File: src/rtl/gcd_job_arbiter_if.sv
// Requester-side and engine-side signal bundle of the shared GCD job arbiter.
// Handshake: a requester holds req (with stable operands) until it sees grant; the
// arbiter keeps grant one-hot from GRANT through RESP and pulses done for one cycle
// with result/error valid; the engine sees core_start/core_in and answers with core_finish.
interface gcd_job_arbiter_if #(
    parameter int NUM_REQ = 4,
    parameter int WIDTH   = 8
);
    logic [NUM_REQ-1:0]       req;
    logic [NUM_REQ*WIDTH-1:0] operand_a;
    logic [NUM_REQ*WIDTH-1:0] operand_b;
    logic [NUM_REQ-1:0]       grant;
    logic [NUM_REQ-1:0]       done;
    logic [WIDTH-1:0]         result;
    logic                     error;
    logic                     busy;
    logic                     core_clear;
    logic                     core_start;
    logic [WIDTH-1:0]         core_in;
    logic                     core_finish;
    logic [WIDTH-1:0]         core_result;

    modport master (
        output req, operand_a, operand_b, core_finish, core_result,
        input  grant, done, result, error, busy, core_clear, core_start, core_in
    );

    modport slave (
        input  req, operand_a, operand_b, core_finish, core_result,
        output grant, done, result, error, busy, core_clear, core_start, core_in
    );
endinterface

File: src/rtl/gcd_job_arbiter.sv
// Round-robin arbiter that shares one serially loaded GCD engine among NUM_REQ
// requesters, sequencing clear/start/A/B load, waiting with timeout, returning result.
module gcd_job_arbiter #(
    parameter int NUM_REQ = 4,
    parameter int WIDTH   = 8,
    parameter int TIMEOUT = 1023
) (
    input  logic              clock,
    input  logic              reset,
    gcd_job_arbiter_if.slave  bus,
    output logic [2:0]        dbg_state
);
    localparam int IDX_W = (NUM_REQ > 1) ? $clog2(NUM_REQ) : 1;
    localparam int CNT_W = (TIMEOUT > 1) ? $clog2(TIMEOUT) : 1;

    typedef enum logic [2:0] {
        S_IDLE   = 3'd0,
        S_GRANT  = 3'd1,
        S_LOAD_A = 3'd2,
        S_LOAD_B = 3'd3,
        S_WAIT   = 3'd4,
        S_RESP   = 3'd5
    } state_t;

    state_t             state_q;
    logic [IDX_W-1:0]   rr_ptr;
    logic [IDX_W-1:0]   owner_q;
    logic [WIDTH-1:0]   a_q;
    logic [WIDTH-1:0]   b_q;
    logic [CNT_W-1:0]   cnt_q;
    logic [NUM_REQ-1:0] grant_q;
    logic [NUM_REQ-1:0] done_q;
    logic [WIDTH-1:0]   result_q;
    logic               error_q;
    logic               busy_q;
    logic               start_q;
    logic [WIDTH-1:0]   core_in_q;

    logic               pick_valid;
    logic [IDX_W-1:0]   pick_idx;

    // Scan from the highest offset down so the nearest requester after rr_ptr wins.
    always_comb begin
        pick_valid = 1'b0;
        pick_idx   = '0;
        for (int k = NUM_REQ; k >= 1; k--) begin
            if (bus.req[(int'(rr_ptr) + k) % NUM_REQ]) begin
                pick_valid = 1'b1;
                pick_idx   = IDX_W'((int'(rr_ptr) + k) % NUM_REQ);
            end
        end
    end

    always_ff @(posedge clock or posedge reset) begin
        if (reset) begin
            state_q   <= S_IDLE;
            rr_ptr    <= IDX_W'(NUM_REQ - 1);
            owner_q   <= '0;
            a_q       <= '0;
            b_q       <= '0;
            cnt_q     <= '0;
            grant_q   <= '0;
            done_q    <= '0;
            result_q  <= '0;
            error_q   <= 1'b0;
            busy_q    <= 1'b0;
            start_q   <= 1'b0;
            core_in_q <= '0;
        end else begin
            case (state_q)
                S_IDLE: begin
                    if (pick_valid) begin
                        owner_q <= pick_idx;
                        a_q     <= bus.operand_a[int'(pick_idx)*WIDTH +: WIDTH];
                        b_q     <= bus.operand_b[int'(pick_idx)*WIDTH +: WIDTH];
                        grant_q <= {{(NUM_REQ-1){1'b0}}, 1'b1} << pick_idx;
                        busy_q  <= 1'b1;
                        state_q <= S_GRANT;
                    end
                end
                S_GRANT: begin
                    // gcd(0,x) = x and gcd(0,0) = 0, so the engine is bypassed.
                    if (a_q == '0 || b_q == '0) begin
                        result_q <= a_q | b_q;
                        error_q  <= 1'b0;
                        done_q   <= grant_q;
                        state_q  <= S_RESP;
                    end else begin
                        start_q   <= 1'b1;
                        core_in_q <= a_q;
                        state_q   <= S_LOAD_A;
                    end
                end
                S_LOAD_A: begin
                    start_q   <= 1'b0;
                    core_in_q <= b_q;
                    state_q   <= S_LOAD_B;
                end
                S_LOAD_B: begin
                    cnt_q   <= '0;
                    state_q <= S_WAIT;
                end
                S_WAIT: begin
                    if (bus.core_finish) begin
                        result_q <= bus.core_result;
                        error_q  <= 1'b0;
                        done_q   <= grant_q;
                        state_q  <= S_RESP;
                    end else if (cnt_q == CNT_W'(TIMEOUT - 1)) begin
                        result_q <= '0;
                        error_q  <= 1'b1;
                        done_q   <= grant_q;
                        state_q  <= S_RESP;
                    end else begin
                        cnt_q <= cnt_q + 1'b1;
                    end
                end
                S_RESP: begin
                    rr_ptr    <= owner_q;
                    grant_q   <= '0;
                    done_q    <= '0;
                    core_in_q <= '0;
                    busy_q    <= 1'b0;
                    state_q   <= S_IDLE;
                end
                default: begin
                    state_q <= S_IDLE;
                end
            endcase
        end
    end

    assign bus.grant      = grant_q;
    assign bus.done       = done_q;
    assign bus.result     = result_q;
    assign bus.error      = error_q;
    assign bus.busy       = busy_q;
    assign bus.core_start = start_q;
    assign bus.core_in    = core_in_q;
    // Engine must be re-initialised both on a new job and while the system is in reset.
    assign bus.core_clear = reset | (state_q == S_GRANT);
    assign dbg_state      = state_q;

    a_grant_onehot: assert property (@(posedge clock) disable iff (reset) $onehot0(grant_q));
    a_done_owner:   assert property (@(posedge clock) disable iff (reset) (done_q & ~grant_q) == '0);
endmodule

File: src/flat_wrapper.sv
// flat-port wrapper written by rule: the top's interface ports become plain ports
module gcd_job_arbiter_flat 
#(
    parameter int NUM_REQ = 4,
    parameter int WIDTH   = 8,
    parameter int TIMEOUT = 1023
)
  (clock, reset, dbg_state, bus_req, bus_operand_a, bus_operand_b, bus_core_finish, bus_core_result, bus_grant, bus_done, bus_result, bus_error, bus_busy, bus_core_clear, bus_core_start, bus_core_in);
  gcd_job_arbiter_if #(.NUM_REQ(NUM_REQ), .WIDTH(WIDTH)) bus_i ();
  input  logic clock;
  input  logic reset;
  output logic [2:0] dbg_state;
  input wire logic [$bits(bus_i.req)-1:0] bus_req;
  input wire logic [$bits(bus_i.operand_a)-1:0] bus_operand_a;
  input wire logic [$bits(bus_i.operand_b)-1:0] bus_operand_b;
  input wire logic [$bits(bus_i.core_finish)-1:0] bus_core_finish;
  input wire logic [$bits(bus_i.core_result)-1:0] bus_core_result;
  output wire logic [$bits(bus_i.grant)-1:0] bus_grant;
  output wire logic [$bits(bus_i.done)-1:0] bus_done;
  output wire logic [$bits(bus_i.result)-1:0] bus_result;
  output wire logic [$bits(bus_i.error)-1:0] bus_error;
  output wire logic [$bits(bus_i.busy)-1:0] bus_busy;
  output wire logic [$bits(bus_i.core_clear)-1:0] bus_core_clear;
  output wire logic [$bits(bus_i.core_start)-1:0] bus_core_start;
  output wire logic [$bits(bus_i.core_in)-1:0] bus_core_in;
  assign bus_i.req = bus_req;
  assign bus_i.operand_a = bus_operand_a;
  assign bus_i.operand_b = bus_operand_b;
  assign bus_i.core_finish = bus_core_finish;
  assign bus_i.core_result = bus_core_result;
  assign bus_grant = bus_i.grant;
  assign bus_done = bus_i.done;
  assign bus_result = bus_i.result;
  assign bus_error = bus_i.error;
  assign bus_busy = bus_i.busy;
  assign bus_core_clear = bus_i.core_clear;
  assign bus_core_start = bus_i.core_start;
  assign bus_core_in = bus_i.core_in;
  gcd_job_arbiter #(.NUM_REQ(NUM_REQ), .WIDTH(WIDTH), .TIMEOUT(TIMEOUT)) u_core (.clock(clock), .reset(reset), .bus(bus_i), .dbg_state(dbg_state));
endmodule
File: config.mk
export PLATFORM = sky130hd
export DESIGN_NAME = gcd_job_arbiter_flat
export DESIGN_NICKNAME = d
export VERILOG_FILES = /design/src/rtl/gcd_job_arbiter_if.sv /design/src/rtl/gcd_job_arbiter.sv /design/src/flat_wrapper.sv
export SDC_FILE = /design/constraint.sdc
export NUM_CORES = 1
export LEC_CHECK = 0
export BUFFER_PORTS_ARGS = -buffer_cell sky130_fd_sc_hd__buf_2
export CORE_MARGIN = 3
export CORE_UTILIZATION = 40
export CTS_BUF_LIST = sky130_fd_sc_hd__clkbuf_8
export DETAILED_ROUTE_END_ITERATION = 12
export PLACE_DENSITY_LB_ADDON = 0.12
export SYNTH_ARGS = -nofsm -noshare
export SYNTH_HDL_FRONTEND = slang
export SYNTH_SLANG_ARGS = --single-unit
File: constraint.sdc
create_clock -name clock -period 2.6 [get_ports clock]
set_clock_uncertainty 0.05 [all_clocks]
set_input_delay 0.13 -clock clock [delete_from_list [all_inputs] [get_ports clock]]
set_output_delay 0.13 -clock clock [all_outputs]
set_load 0.03 [all_outputs]
* Word-level counts from Yosys, hierarchy flattened
Index checks and enable logic that the tools add are counted.
** Word-level totals
- Logic and storage cells :: 113
- Flip-flop bits (word level) :: 60
** Cells by class
- Multiplexer cells :: 48
- Equal/unequal tests :: 12
- Shift operators :: 3
- Bitwise gates (word level) :: 6
- Reductions and logical operators :: 22
- $lt $le $gt $ge :: 4
- Add/sub/neg operators :: 5
** Operator list (count)
- 32-bit by 6-bit indexed part select with 8-bit output :: 2
- 8-bit two-way mux :: 4
- 8-bit one-hot mux with 3 select lines :: 1
- 10-bit two-way mux :: 2
- 10-bit one-hot mux with 2 select lines :: 1
- 1-bit two-way mux :: 17
- 8-bit zero test :: 2
- 3-bit by 4-bit less-than comparator with 1-bit output (second input constant) :: 4
- 4-bit two-way mux :: 4
- 8-bit one-hot mux with 2 select lines :: 1
- 3-bit one-hot mux with 5 select lines :: 1
- 3-bit two-way mux :: 4
- 4-bit one-hot mux with 3 select lines :: 1
- 10-bit by 1-bit adder with 10-bit output (second input constant) :: 1
- 10-bit == test (second input constant) :: 1
- 2-bit AND reduction :: 5
- 3-bit AND reduction :: 3
- 1-bit binary-select mux with 2-bit select :: 4
- 2-bit two-way mux :: 4
- 8-bit OR :: 1
- 4-bit one-hot mux with 2 select lines :: 1
- 2-bit nonzero test :: 4
- 2-bit OR reduction :: 4
- 3-bit by 2-bit == test with 1-bit output (second input constant) :: 2
- other kinds (14) :: 26

* Logic depth before layout (Yosys ltp)
Gate-level depths: netlist of run 1.
- Depth in word-level cells :: 13
- Mapped depth :: 8

* Worst setup path before layout of run 1
OpenSTA, ideal clock, no wires.
- Path kind :: input to output
- From :: input reset
- To :: output bus_core_clear
- Arrival time :: 1.940 ns
- Cell stages on the path :: 2
- Data required time :: 2.420 ns
- Setup slack :: 0.480 ns
- Cells stage by stage :: inv_1 nand2_1
** On the way
- Longest elaborated chain between the ends :: 1
** RTL lines
- start, declared :: RTL line flat_wrapper.sv:11 : input logic reset;
- 1-bit OR :: RTL line gcd_job_arbiter.sv:141 : assign bus.core_clear = reset | (state_q == S_GRANT);
- end, declared :: RTL line flat_wrapper.sv:23 : output wire logic [$bits(bus_i.core_clear)-1:0] bus_core_clear;
No other way between the ends.

* Worst setup path in the final report of run 1
- From :: register u_core.state_q[1], in the netlist u_core.dbg_state[1]
- To :: register u_core.b_q[1]
** On the way
- Longest elaborated chain between the ends :: 2
** RTL lines
- start, declared :: RTL line gcd_job_arbiter.sv:25 : state_t state_q;
- start signal, assigned :: RTL line gcd_job_arbiter.sv:56 : state_q <= S_IDLE;
- start signal, assigned :: RTL line gcd_job_arbiter.sv:78 : state_q <= S_GRANT;
- start signal, assigned :: RTL line gcd_job_arbiter.sv:87 : state_q <= S_RESP;
- 3-bit zero test :: RTL line gcd_job_arbiter.sv:70 : case (state_q)
- 2-bit AND reduction (no line)
- end signal, assigned :: RTL line gcd_job_arbiter.sv:75 : b_q <= bus.operand_b[int'(pick_idx)*WIDTH +: WIDTH];
- end, declared :: RTL line gcd_job_arbiter.sv:29 : logic [WIDTH-1:0] b_q;
No other way between the ends.
A chain may end at the register's enable or synchronous reset.

==> results.txt, run 1 <==
Worst hold endpoint = u_core.a_q[5]
Main flop type after synthesis = dfrtp_1
Clock latency on the worst-skew pair = 0.34 ns
Sinks on Clock Net = 60
Avg WL per Cell = 15.9 um
RePlAce Congestion = 0.800
Slew Viols, Final = 0
Status = finished, final reports clean
Setup violators final = 0
Total grt overflow = 0
Final Hold Viols = 0
Critical-path maximum fanout = 17
Register bit total from synthesis = 60
M3 GR Usage = 3.13%
Mapped Nets = 412
Clock slew at reported path FFs = 0.07 ns
Worst R2R Setup Slack = 0.41 ns
Drt first-iter violations = 101
Yosys cell types = 57
Port bufs = 109
Critical path's slowest cell = nor2_1
Via count = 2,965
TritonCTS clock tree = built
R2R Path Start = u_core.dbg_state[1]
Setup Buffers After CTS = 0
EDFF count, synth = 0
Peak VDD IR = 569 uV
Top-count cell post-synth = dfrtp_1
Placement Cell Area = 0.00418 sq mm
Via density = 5.38
Fin crit period = 2.19 ns
CP required = 2.81 ns
Fillers = 820
YS warnings = 0
MaxCap Viol Count = 0
Synth cell count leaders = dfrtp_1, nand3_1, nand2_1
Root Driver = clkbuf_8
Tcrit/Tclk final = 84.4%
Pleak = 2.14 nW
FFs w/ async S/R, synth = 100%
Detailed placement HPWL = 6.59 mm
Synth area leader = dfrtp_1
Critical path class = flip-flop to flip-flop
Pwr dens = 1190 mW/mm^2
Post-synthesis cell count = 331
Pre-antenna DRT Iters = 4
Startpoint types = flip-flop
Fmax = 0.456 GHz
Largest net degree at the start of global routing = 39
Syn avg cell area = 10.8 sq um
Slew headroom = 24.4%
Setup TNS = 0 ns
WHS Path Cells = 3
Die Footprint = 0.0101 sq mm
Hold/Removal Path Class = primary input to flip-flop
Slew @ Worst Pin = 1.13 ns
Initial Utilization = 42.3%
Top Ports = 110
Vias in the first global route = 2,878
Ranking of synthesized cells by area = dfrtp_1, mux2_2, mux2i_1, a221o_1, nand3_1
Critical path endpoint category = flip-flop
Initial antenna violation count = 0
Synth top area share = 40.7%
CTS buffer count = 9
Critical Path Stages = 4
Ant diodes = 0
CP cell instances = nor3_1 > nand2_1 > nor2_1 > a221o_1
Layout cells sized above 1 = 42.4%
Row count = 33
Die Y = 100 um
Synthesis-to-finish area growth = 24.2%
Mapped cell area = 0.00356 sq mm
Htree depth = 3
Register area share after synthesis = 42.2%
GR Layer Usage met1 = 26.6%
Number of remaining DRC errors = 0
Core area = 0.00842 sq mm
Routed WL = 8.73 mm
Total GRT Usage = 17.9%
Delay-heaviest family, CP = simple AND/OR/NAND/NOR gates
Number of nets in the layout = 522
Global-route wire length before repair = 14.3 mm
Number of antenna-violating nets in the routed design = 0
CTS Buffer Depth = 2
Met2 GRT Util = 26.0%
Die Width = 100 um
R2R Path End = u_core.b_q[1]
Hold Path Origin = bus_operand_a[21]
Reg2reg path depth = 4
Crit path buf inv count = 0
Post-route cell area = 0.00442 sq mm
Max incr delay on CP = 0.87 ns
Gr busiest metal = met1
RSZ-0062 raised after global routing = no
Arrival @ worst endpoint = 2.41 ns
## layout by cell type (no fill, tap or decap), types with 9 or more instances in the layout
master / netlist / final
buf_2: 7 / 109
dfrtp_1: 58 / 58
nand3_1: 27 / 27
nand2_1: 22 / 22
mux2i_1: 20 / 20
mux2_2: 19 / 19
a21oi_1: 18 / 18
nor2_1: 16 / 16
a221o_1: 16 / 16
clkbuf_8: 0 / 11
a22o_1: 10 / 10
nand3_2: 10 / 10
mux2_1: 9 / 9
inv_1: 10 / 9
buf_4: 1 / 9
## stage by stage
step	power [mW]	hold slack (ns)	setup slack, ns	utilization, %	std cells
finish	5.27	0.103	0.407	52.5	551
global route	5.66	0.106	0.212	52.5	551
CTS	5.32	0.0873	0.406	52.5	551
detailed placement	4.34	0.0310	0.441	49.6	534
global placement	4.28	0.0235	0.508	49.6	534
floorplan	3.70	0.348	0.480	-	331
## timing repair
item	in CTS	in global routing
endpoints found under the hold margin	9	0
hold buffers	1	0
resized for setup	0	0
## layer usage
metal / vias up / share of wire, %
li1: 1460 / -
met1: 1396 / 51
met2: 100 / 41
met3: 9 / 6.5
met4: 0 / 1.4
met5: - / 0
## worst reg2reg max path, stage by stage (launching register included)
cell,delay (ns)
dfrtp_1,0.48
nor3_1,0.31
nand2_1,0.12
nor2_1,0.87
a221o_1,0.29
## area by class of cell
type | count | area (sq um) | share of cell area, %
flip-flops and latches | 60 | 1500 | 34.0
multi-input cells | 240 | 1870 | 42.3
repair buffers | 120 | 643 | 14.5
well taps | 105 | 131 | 2.97
clock inverters | 5 | 83.8 | 1.89
clock buffers | 11 | 151 | 3.42
inverters | 10 | 37.5 | 0.848
## sequential cells by signal (all words and copies together) (netlist names)
register / cells
u_core.a_q: 8
u_core.b_q: 8
u_core.bus.busy: 1
u_core.bus.core_in: 8
u_core.bus.core_start: 1
u_core.bus.done: 4
u_core.bus.error: 1
u_core.bus.grant: 4
u_core.bus.result: 8
u_core.cnt_q: 10
u_core.dbg_state: 3
u_core.owner_q: 2
u_core.rr_ptr: 2
## power by group
part | total, mW | internal [mW] | switching, mW
Sequential | 1.66 | 1.33 | 0.329
Combinational | 2.64 | 1.11 | 1.53
Clock | 0.975 | 0.593 | 0.381
Total | 5.27 | 3.03 | 2.24
## worst max path at each step
| stage | start | to | slack, ns |
|---|---|---|---|
| 2_1_floorplan | reset | bus_core_clear | 0.48 |
| 3_3_place_gp | u_core.dbg_state[1] | u_core.b_q[5] | 0.51 |
| 3_5_place_dp | u_core.dbg_state[1] | u_core.b_q[1] | 0.44 |
| 4_1_cts | u_core.dbg_state[1] | u_core.b_q[1] | 0.41 |
| 5_1_grt | u_core.dbg_state[1] | u_core.b_q[1] | 0.21 |
| 6_report | u_core.dbg_state[1] | u_core.b_q[1] | 0.41 |
## kinds of logic after synthesis
kind of cell / count (synthesis) / share of synthesized area (%)
compound gates: 72 / 16.1
xor+xnor: 3 / 0.737
fa+ha+maj: 2 / 0.702
buf+inv: 31 / 5.23
flops: 60 / 42.2
mux: 55 / 17.4
simple gates: 108 / 17.6
Power figures use the tool's default switching activity.
==> inputs of run 2 (changes only) <==
==> constraint.sdc (replaced) <==
create_clock -name clock -period 2.1 [get_ports clock]
set_clock_uncertainty 0.05 [all_clocks]
set_input_delay 0.105 -clock clock [delete_from_list [all_inputs] [get_ports clock]]
set_output_delay 0.105 -clock clock [all_outputs]
set_load 0.03 [all_outputs]
==> run 2 against run 1 <==
Critical endpoint is now u_core.a_q[7]. Core utilization increased by 2.1 points. Clock power down 10%. Non-clock buffer count is 21 higher. Register-to-register slack worse by 0.40 ns. Sequential share of layout area shrank 1.3 points. Routed wire length grew 6.7%. Largest cell class unchanged. Maximum frequency rose by 4.6%. Via count grew 3.6%. Design area increased by 4.0%.
==> results.txt, run 2 (synthesis results as in run 1) <==
Root Driver = clkbuf_8
Initial Utilization = 42.3% (unchanged)
Top Ports = 110 (unchanged)
Total GRT Usage = 18.6% (+0.69 points)
Placement Cell Area = 0.00430 sq mm (+2.9%)
Hold/Removal Path Class = primary input to flip-flop
Hold Path Origin = bus_operand_a[17]
Number of antenna-violating nets in the routed design = 0 (unchanged)
Arrival @ worst endpoint = 2.27 ns (-0.14 ns)
Total Power = 6.53 mW (+24%)
Port bufs = 109 (unchanged)
Global-route wire length before repair = 14.9 mm (+4.4%)
Largest register by flop count = u_core.cnt_q
RePlAce Congestion = 0.755 (-5.7%)
RSZ-0062 raised after global routing = yes
Clock latency on the worst-skew pair = 0.34 ns (about the same)
Post-route cell area = 0.00460 sq mm (+4.0%)
Drt first-iter violations = 77 (-24%)
Hold WS = 0.0702 ns (-0.0330 ns)
MaxCap Viol Count = 0 (unchanged)
R2R Path End = u_core.a_q[7]
Htree depth = 3 (unchanged)
Fillers = 803 (-2.1%)
CTS buffer count = 9 (unchanged)
Routed WL = 9.32 mm (+6.7%)
Worst hold endpoint = u_core.a_q[1]
Total grt overflow = 0 (unchanged)
Sinks on Clock Net = 60 (unchanged)
Core area = 0.00842 sq mm (unchanged)
Critical path class = flip-flop to flip-flop
Number of nets in the layout = 543 (+4.0%)
Setup violators final = 0 (unchanged)
Pleak = 2.27 nW (+6.3%)
Fmax = 0.477 GHz (+4.6%)
Status = finished, final reports clean
Commonest cells after routing, fill and taps aside = buf_2, dfrtp_1, nand3_1, buf_4, nand2_1
TritonCTS clock tree = built
Worst R2R Setup Slack = 0.003 ns (-0.40 ns)
Fin crit period = 2.10 ns (-0.0960 ns)
Vias in the first global route = 2,986 (+3.8%)
Die Footprint = 0.0101 sq mm (unchanged)
Avg WL per Cell = 16.3 um (+3.0%)
Die Width = 100 um (unchanged)
Pwr dens = 1420 mW/mm^2 (+19%)
R2R Path Start = u_core.rr_ptr[1]
Final Hold Viols = 0 (unchanged)
Setup TNS = 0 ns (unchanged)
Via count = 3,071 (+3.6%)
Detailed placement HPWL = 6.94 mm (+5.3%)
WHS Path Cells = 3 (unchanged)
Ant diodes = 0 (unchanged)
Startpoint types = flip-flop
Synthesis-to-finish area growth = 29.1%
CTS Buffer Depth = 2 (unchanged)
Number of remaining DRC errors = 0 (unchanged)
Peak VDD IR = 461 uV (-19%)
Commonest non-fill, non-tap cell in the layout = buf_2
Die Y = 100 um (unchanged)
Clock slew at reported path FFs = 0.07 ns (about the same)
Row count = 33 (unchanged)
Slew @ Worst Pin = 0.622 ns (-0.508 ns)
Tcrit/Tclk final = 99.9% (+16 points)
Layout cells sized above 1 = 45.3% (+2.9 points)
Largest net degree at the start of global routing = 35 (-10%)
Pre-antenna DRT Iters = 4 (unchanged)
Via density = 5.38 (about the same)
CP required = 2.27 ns (-0.54 ns)
Slew Viols, Final = 0 (unchanged)
Critical path endpoint category = flip-flop
Reg2reg path depth = 6 (+2)
Initial antenna violation count = 0 (unchanged)
Largest register FFs = 10 (unchanged)
Slew headroom = 58.5% (+34 points)
Critical-path maximum fanout = 7 (-10)
-- run 2: cell types whose count changed in the layout (fill, tap and decap cells not counted), sizes merged --
cell,delta
buf,+19
bufinv,-2
clkinv,+2
inv,+1
-- run 2: timing repair --
action / CTS / global route
resized for setup: 0 / 14
endpoints found under the hold margin: 11 / 0
setup buffers: 0 / 3
setup endpoints to repair: 0 / 23
hold buffers: 1 / 0
-- run 2: worst max path at each step --
stage / startpoint / end / slack [ns] / cells past startpoint
2_1_floorplan: reset / bus_core_clear / 0.03 / 2
3_3_place_gp: u_core.rr_ptr[1] / u_core.b_q[4] / 0.07 / 6
3_5_place_dp: u_core.rr_ptr[1] / u_core.b_q[4] / 0.02 / 6
4_1_cts: u_core.rr_ptr[1] / u_core.b_q[2] / 0.01 / 6
5_1_grt: u_core.rr_ptr[1] / u_core.a_q[3] / -0.05 / 6
6_report: u_core.rr_ptr[1] / u_core.a_q[7] / 0.003 / 6
-- run 2: final cells by class --
| type | count | area (sq um) | area share [%] |
|---|---|---|---|
| Timing Repair Buffer | 141 | 840 | 18.2 |
| Inverter | 10 | 37.5 | 0.816 |
| Clock buffer | 9 | 124 | 2.69 |
| Multi-Input combinational cell | 240 | 1930 | 42.0 |
| Tap cell | 105 | 131 | 2.85 |
| Sequential cell | 60 | 1500 | 32.7 |
| Clock inverter | 6 | 33.8 | 0.734 |
-- run 2: per-layer routing --
| metal | GRT usage (%) | up-vias | share of wire [%] |
|---|---|---|---|
| li1 | - | 1494 | - |
| met1 | 26.7 | 1467 | 49 |
| met2 | 27.8 | 98 | 45 |
| met3 | 3.89 | 12 | 5.6 |
| met4 | 6.53 | 0 | 1.1 |
| met5 | 0 | - | 0 |
-- run 2: per-stage QoR --
step	setup WS [ns]	utilization, %	std cells
detailed placement	0.0199	51.0	550
global placement	0.0670	51.0	550
CTS	0.0147	53.0	566
global route	-0.0500	54.6	571
floorplan	0.0300	-	331
finish	0.00270	54.6	571
-- run 2: power breakdown --
| group | switching, mW | total [mW] | internal, mW |
|---|---|---|---|
| clock | 0.467 | 0.877 | 0.410 |
| sequential | 0.407 | 2.05 | 1.64 |
| combinational | 1.96 | 3.60 | 1.63 |
| total | 2.84 | 6.53 | 3.69 |
-- run 2: worst max-delay path: stages, from the launching register on --
cell,delay [ns]
dfstp_2,0.59
nand2b_4,0.15
a21oi_4,0.05
o221ai_4,0.31
clkbuf_16,0.23
mux2_4,0.29
a221o_1,0.29
